<file path="config.mk">
export PLATFORM = sky130hd
export DESIGN_NAME = pc_unit
export DESIGN_NICKNAME = d
export VERILOG_FILES = /design/src/rtl/pc_pkg.sv /design/src/rtl/return_stack.sv /design/src/rtl/pc_unit.sv
export SDC_FILE = /design/constraint.sdc
export NUM_CORES = 1
export LEC_CHECK = 0
export BUFFER_PORTS_ARGS = -buffer_cell sky130_fd_sc_hd__buf_2
export CAP_MARGIN = 20
export CORE_UTILIZATION = 38
export CTS_CLUSTER_DIAMETER = 30
export DETAILED_ROUTE_END_ITERATION = 8
export PLACE_DENSITY = 0.58
export SKIP_LAST_GASP = 1
export SLEW_MARGIN = 5
export SYNTH_ARGS = -nofsm -noshare
export SYNTH_HDL_FRONTEND = slang
export SYNTH_SLANG_ARGS = --single-unit
</file>
<file path="constraint.sdc">
create_clock -name clk -period 5.39 [get_ports clk]
set_input_delay 0.8085 -clock clk [delete_from_list [all_inputs] [get_ports clk]]
set_output_delay 0.8085 -clock clk [all_outputs]
set_load 0.05 [all_outputs]
</file>
<file path="src/rtl/pc_pkg.sv">
// Shared types for the program-counter unit.
// Encodings 5-7 of pc_op_t are reserved and are executed as PC_SEQ.
package pc_pkg;

    typedef enum logic [2:0] {
        PC_SEQ    = 3'd0,
        PC_BRANCH = 3'd1,
        PC_GOTO   = 3'd2,
        PC_CALL   = 3'd3,
        PC_RET    = 3'd4
    } pc_op_t;

endpackage

</file>
<file path="src/rtl/return_stack.sv">
// Parametrised LIFO of return addresses; pushes when full and pops when empty are dropped.
module return_stack
    import pc_pkg::*;
#(
    parameter int unsigned WIDTH = 16,
    parameter int unsigned DEPTH = 4
) (
    input  logic                       clk,
    input  logic                       rst_n,
    input  logic                       push,
    input  logic                       pop,
    input  logic [WIDTH-1:0]           push_data,
    output logic [WIDTH-1:0]           top,
    output logic [$clog2(DEPTH+1)-1:0] depth,
    output logic                       full,
    output logic                       empty
);

    localparam int unsigned DW = $clog2(DEPTH + 1);
    localparam int unsigned AW = (DEPTH > 1) ? $clog2(DEPTH) : 1;

    logic [WIDTH-1:0] mem [DEPTH];
    logic [DW-1:0]    count;
    logic [DW-1:0]    top_idx;
    logic             do_push;
    logic             do_pop;

    assign full    = (count == DW'(DEPTH));
    assign empty   = (count == '0);
    assign do_push = push && !full;
    assign do_pop  = pop && !empty;
    assign top_idx = count - DW'(1);
    assign top     = mem[top_idx[AW-1:0]];
    assign depth   = count;

    always_ff @(posedge clk) begin
        if (!rst_n) begin
            count <= '0;
        end else if (do_push) begin
            count <= count + DW'(1);
        end else if (do_pop) begin
            count <= count - DW'(1);
        end
    end

    // Entries need no reset: count alone decides what is valid.
    always_ff @(posedge clk) begin
        if (do_push) begin
            mem[count[AW-1:0]] <= push_data;
        end
    end

endmodule

</file>
<file path="src/rtl/pc_unit.sv">
// Program counter with sequential advance, relative branch, absolute jump and call/return.
// Any stack overflow or underflow freezes the unit until reset.
module pc_unit
    import pc_pkg::*;
#(
    parameter int unsigned        PC_WIDTH     = 16,
    parameter int unsigned        ARGC_WIDTH   = 2,
    parameter int unsigned        OFFSET_WIDTH = 16,
    parameter int unsigned        STACK_DEPTH  = 4,
    parameter logic [PC_WIDTH-1:0] RESET_PC    = '0
) (
    input  logic                             clk,
    input  logic                             rst_n,
    input  logic                             op_done,
    input  logic [ARGC_WIDTH-1:0]            argc,
    input  pc_op_t                           pc_op,
    input  logic                             cond,
    input  logic [OFFSET_WIDTH-1:0]          offset,
    input  logic [PC_WIDTH-1:0]              target,
    output logic [PC_WIDTH-1:0]              pc,
    output logic                             redirect,
    output logic [$clog2(STACK_DEPTH+1)-1:0] depth,
    output logic                             stack_full,
    output logic                             stack_empty,
    output logic                             fault
);

    logic [PC_WIDTH-1:0] seq_next;
    logic [PC_WIDTH-1:0] rel_next;
    logic [PC_WIDTH-1:0] pc_next;
    logic [PC_WIDTH-1:0] stack_top;
    logic                push;
    logic                pop;
    logic                redirect_next;
    logic                fault_set;

    assign seq_next = pc + PC_WIDTH'(argc) + PC_WIDTH'(1);
    assign rel_next = pc + PC_WIDTH'($signed(offset));

    always_comb begin
        pc_next       = pc;
        push          = 1'b0;
        pop           = 1'b0;
        redirect_next = 1'b0;
        fault_set     = 1'b0;
        if (op_done && !fault) begin
            case (pc_op)
                PC_BRANCH: begin
                    pc_next       = cond ? rel_next : seq_next;
                    redirect_next = cond;
                end
                PC_GOTO: begin
                    pc_next       = target;
                    redirect_next = 1'b1;
                end
                PC_CALL: begin
                    if (stack_full) begin
                        fault_set = 1'b1;
                    end else begin
                        push          = 1'b1;
                        pc_next       = rel_next;
                        redirect_next = 1'b1;
                    end
                end
                PC_RET: begin
                    if (stack_empty) begin
                        fault_set = 1'b1;
                    end else begin
                        pop           = 1'b1;
                        pc_next       = stack_top;
                        redirect_next = 1'b1;
                    end
                end
                default: pc_next = seq_next;
            endcase
        end
    end

    always_ff @(posedge clk) begin
        if (!rst_n) begin
            pc       <= RESET_PC;
            redirect <= 1'b0;
            fault    <= 1'b0;
        end else begin
            pc       <= pc_next;
            redirect <= redirect_next;
            fault    <= fault | fault_set;
        end
    end

    return_stack #(
        .WIDTH (PC_WIDTH),
        .DEPTH (STACK_DEPTH)
    ) u_stack (
        .clk       (clk),
        .rst_n     (rst_n),
        .push      (push),
        .pop       (pop),
        .push_data (seq_next),
        .top       (stack_top),
        .depth     (depth),
        .full      (stack_full),
        .empty     (stack_empty)
    );

endmodule

</file>
==> results by stage <==
Cells and area:
- The post-route cell area is 5500 um2.
- The number of antenna diodes in the final layout is 0.
- In the final design database the tool counted around 520 nets.
- Compared with the post-synthesis result, the final layout area differs by 15.6%.
- In the layout the commonest cells are sky130_fd_sc_hd__edfxtp_1, sky130_fd_sc_hd__buf_2, sky130_fd_sc_hd__nand2_1.
- Leaving out fill and tap cells, the most frequent cell in the layout is sky130_fd_sc_hd__edfxtp_1.
- The post-route netlist has about 24% of its cells at a drive strength greater than 1.

Power:
- The combinational group share of total power is 21.5%.
- The highest ir drop seen on vdd is 197 uV.
- The power share of the clock group is about a third.
- Dividing total power by cell area gives a power density of 307 nW/um2.
- The design internal power is ~1.2 mW.
- The net switching share of the total power is between 30 and 40%.
- The reported leakage power is slightly above 2 nW.
- The switching power is just over 0.5 mW.
- In this run, flip-flops and latches consume a little under half of the power.

Global route:
- The initial antenna violation count came to 0.
- Entering global routing, the biggest net connects 25 pins.
- The global-route wire length before repair is ~19000 um.
- For this run, the total global-route usage over all layers was measured as between 20% and 30%.
- The number of global-route vias before repair came to roughly 3500.
- The total congestion overflow after global routing is 0.

Yosys:
- The mean area per synthesized cell is 12.0 um2.
- After Yosys synthesis, and, or, nand and nor cells account for a little under an eighth of the synthesized area.
- Sequential cells were found to cover between 40% and 50% of the synthesized design area.
- The number of synthesized flops with an enable pin is 64.
- The count of state elements after synthesis is 85.
- The fraction of the mapped netlist area in compound gates is 16.8%.
- During synthesis, Yosys emitted a total of 0 warnings.
- The synthesized netlist devotes approximately 5.1% of its cell area to XOR and XNOR gates.
- Counting every net in the synthesized netlist gives around 460.
- The number of distinct library cells after synthesis is 64.
- The summed instance area of the synthesized netlist is around 4800 um2.
- The synthesized instance count is 397.
- The share of synthesized area spent on multiplexers is around 7.8%.
- The dominant combinational cell family by area after synthesis is compound AO/OA/AOI/OAI gates.
- Of all flip-flops after synthesis, the portion carrying an async set or reset was 0%.
- After Yosys synthesis, full adders, half adders and majority gates account for a little under 7% of the synthesized area.
- Among all flip-flop cells after synthesis, the most frequent one is sky130_fd_sc_hd__edfxtp_1.

Floorplanning:
- The number of top-level design ports is 64.
- The die covers 13000 um2.
- Once the floorplan was initialized, standard cells occupied 39.3% of the core.
- In this run the vertical extent of the chip is 114 um.
- The die is 114 um wide.
- The core region is about 12000 um2.
- The floorplan has 40 rows.

Route:
- The total met3 wirelength after detailed routing is 671 um.
- The first-pass iteration count of the detailed router is 4.
- Once detail routing completed, the nets flagged for antenna violations numbered 0.
- The length of routed wiring on met1 is roughly 5500 um.
- After detailed routing, the average wire length per cell comes to 19.5 um.
- The final layout contains routed wiring with a total length of 12300 um.
- The ratio of routed vias to standard cells is about 5.6.
- Summed over all nets, wire length on met2 after detailed routing comes to roughly 6000 um.
- Across all layers, the routed design uses around 3500 vias.
- After detailed routing, no signal wire sits above met4.
- The detailed router finished its first iteration with 293 violations.
- The DRC violations left is 0.

Worst setup path:
- The critical path in this run is classified as reg2reg.
- The worst-path maximum fanout is 23.
- STA classifies the critical path endpoint as a flop.
- The category of the worst setup path launch point is a flop.
- At the worst endpoint, the arrival time is 3.58 ns.
- The required time of the critical path is 5.65 ns.
- The startpoint identified for the worst register-to-register timing path is u_stack.depth[0].
- The launching instance or port of the critical path is u_stack.depth[0].

Clocking:
- The H-tree was split into 3 levels.
- The clock sink count is 85.
- The clock network latency to the later pin of the worst-skew pair is roughly 0.34 ns.
- The clock input transition at the sequential cells of the worst setup and hold paths is roughly 0.060 ns.
- TritonCTS created 9 clock buffers.
- TritonCTS built the clock tree.
- Clock tree synthesis selected as its root buffer the cell sky130_fd_sc_hd__clkbuf_16.
- The hold buffer count at cts is 0.
- The count of cells resized by post-cts repair is 0.
- The clock tree buffer depth is 2.
- The buffer count from post-CTS setup fixing is 0.

Placement:
- The post-detailed-placement half-perimeter wirelength is between 8000 and 9000 um.
- Input and output buffers added on the ports amount to 63.
- Summing all placed instances gives a cell area of approximately 5200 um2.
- At the end of routability-driven placement, the weighted congestion stood at about 0.79.

STA:
- The worst pin sits at a relative slew slack of 30.3%.
- Timing would allow up to ~0.30 GHz.
- The hold violation count in the final report is 0.
- The setup violation total in the final timing report is 0.
- Between clock sinks in the finished design, the worst skew comes to around 0.0072 ns.
- The post-route fraction of the period consumed by the critical path is ~62%.
- Final hold analysis gives a worst-case slack of 0.536 ns.
- Setup repair after global routing left no endpoint under its margin.
- The clock period could shrink to around 3.3 ns.
- In the final timing run, aggregate negative setup slack is 0 ns.
- The worst-margin pin slew is just over 1 ns.
- The final count of pins violating max slew is 0.

Min path:
- The min-delay analysis places its worst path in the category reg2reg.
- The startpoint of the lowest-slack hold path is fault.

Flow run:
- The count of maximum capacitance violations is 0.

Status:
- The flow ran to the end, and the final reports show no timing, DRC or antenna violations.
-- power groups by stage --
stage	clock network (mW)	registers [mW]	logic, mW
CTS	0.568	0.767	0.364
detailed placement	0	0.781	0.363
global route	0.592	0.770	0.396
floorplan	0	0.819	0.218
finish	0.560	0.767	0.363
global placement	0	0.781	0.359
-- worst paths after layout --
path	end	depth (start not counted)	slack [ns]
hold / removal	fault	2	0.54
hold reg to reg	fault	2	0.54
setup / recovery	pc[14]	10	2.07
setup reg to reg	pc[14]	10	2.07
-- stage by stage --
| stage | setup WS (ns) | std cells | util, % | power [mW] |
|---|---|---|---|---|
| after floorplan | 2.02 | 397 | - | 1.04 |
| after global placement | 2.13 | 614 | 43.2 | 1.14 |
| after detailed placement | 2.07 | 614 | 43.2 | 1.14 |
| after CTS | 2.06 | 630 | 45.4 | 1.70 |
| after global routing | 1.78 | 630 | 45.4 | 1.76 |
| final | 2.07 | 630 | 45.4 | 1.69 |
-- state kept, by name, summed over array words and instances, names as in the netlist --
| name | count |
|---|---|
| redirect | 1 |
| u_stack.mem | 64 |
| u_stack.depth | 3 |
| fault | 1 |
| pc | 16 |
-- cell type report --
type,instances,area [um2]
Timing Repair Buffer,67,345
Sequential cell,85,2340
Clock inverter,6,40.0
Tap cell,168,210
Clock buffer,10,229
Multi-Input combinational cell,279,2280
Inverter,15,56.3
Fill cell,1173,6610
-- per-layer routing --
metal / global-route usage (%) / vias up
met1: 26.6 / 1721
met4: 5.97 / 0
li1: - / 1669
met5: 0 / -
met2: 32.8 / 107
met3: 4.68 / 17
-- cells in the mapped netlist (all sizes together), types with 2 or more instances --
cell | instances | area share [%]
ha | 23 | 6.0
xnor2 | 20 | 3.7
a22oi | 7 | 1.1
nand3b | 2 | 0.32
inv | 15 | 1.2
a21oi | 25 | 2.6
dfxtp | 21 | 8.8
fa | 2 | 0.84
o211ai | 3 | 0.58
nand4 | 8 | 1.2
nand2 | 28 | 2.2
nor2 | 19 | 1.6
o211a | 2 | 0.42
nor2b | 7 | 0.97
a31oi | 4 | 0.53
a22o | 3 | 0.55
clkbuf | 6 | 0.47
nand3 | 7 | 0.84
o2111ai | 2 | 0.37
nor3 | 3 | 0.32
o21a | 5 | 0.79
a221oi | 9 | 2.0
buf | 12 | 1.2
and2 | 3 | 0.39
nor3b | 7 | 1.3
xor2 | 7 | 1.4
o21ai | 26 | 2.7
a222oi | 2 | 0.42
a41oi | 3 | 0.55
a21o | 3 | 0.47
a211oi | 6 | 1.1
nand2b | 2 | 0.42
and3 | 8 | 1.1
mux4 | 16 | 7.6
edfxtp | 64 | 40
o31ai | 3 | 0.58
-- critical path, stage by stage (launching register included) --
cell                        delay, ns
sky130_fd_sc_hd__dfxtp_1         0.30
sky130_fd_sc_hd__buf_4           0.37
sky130_fd_sc_hd__inv_1           0.12
sky130_fd_sc_hd__ha_1            0.25
sky130_fd_sc_hd__ha_1            0.24
sky130_fd_sc_hd__and2_1          0.21
sky130_fd_sc_hd__a221oi_4        0.80
sky130_fd_sc_hd__buf_4           0.32
sky130_fd_sc_hd__o2111ai_1       0.11
sky130_fd_sc_hd__or4_1           0.42
sky130_fd_sc_hd__o211ai_1        0.09
-- kinds of logic (layout without fill, tap and decap cells) --
family          count (synthesis)  in the layout
buf+inv                        33             98
xor+xnor                       27             27
compound gates                112            112
simple gates                   98             98
flops                          85             85
mux                            17             17
fa+ha+maj                      25             25
Power figures use the tool's default switching activity.
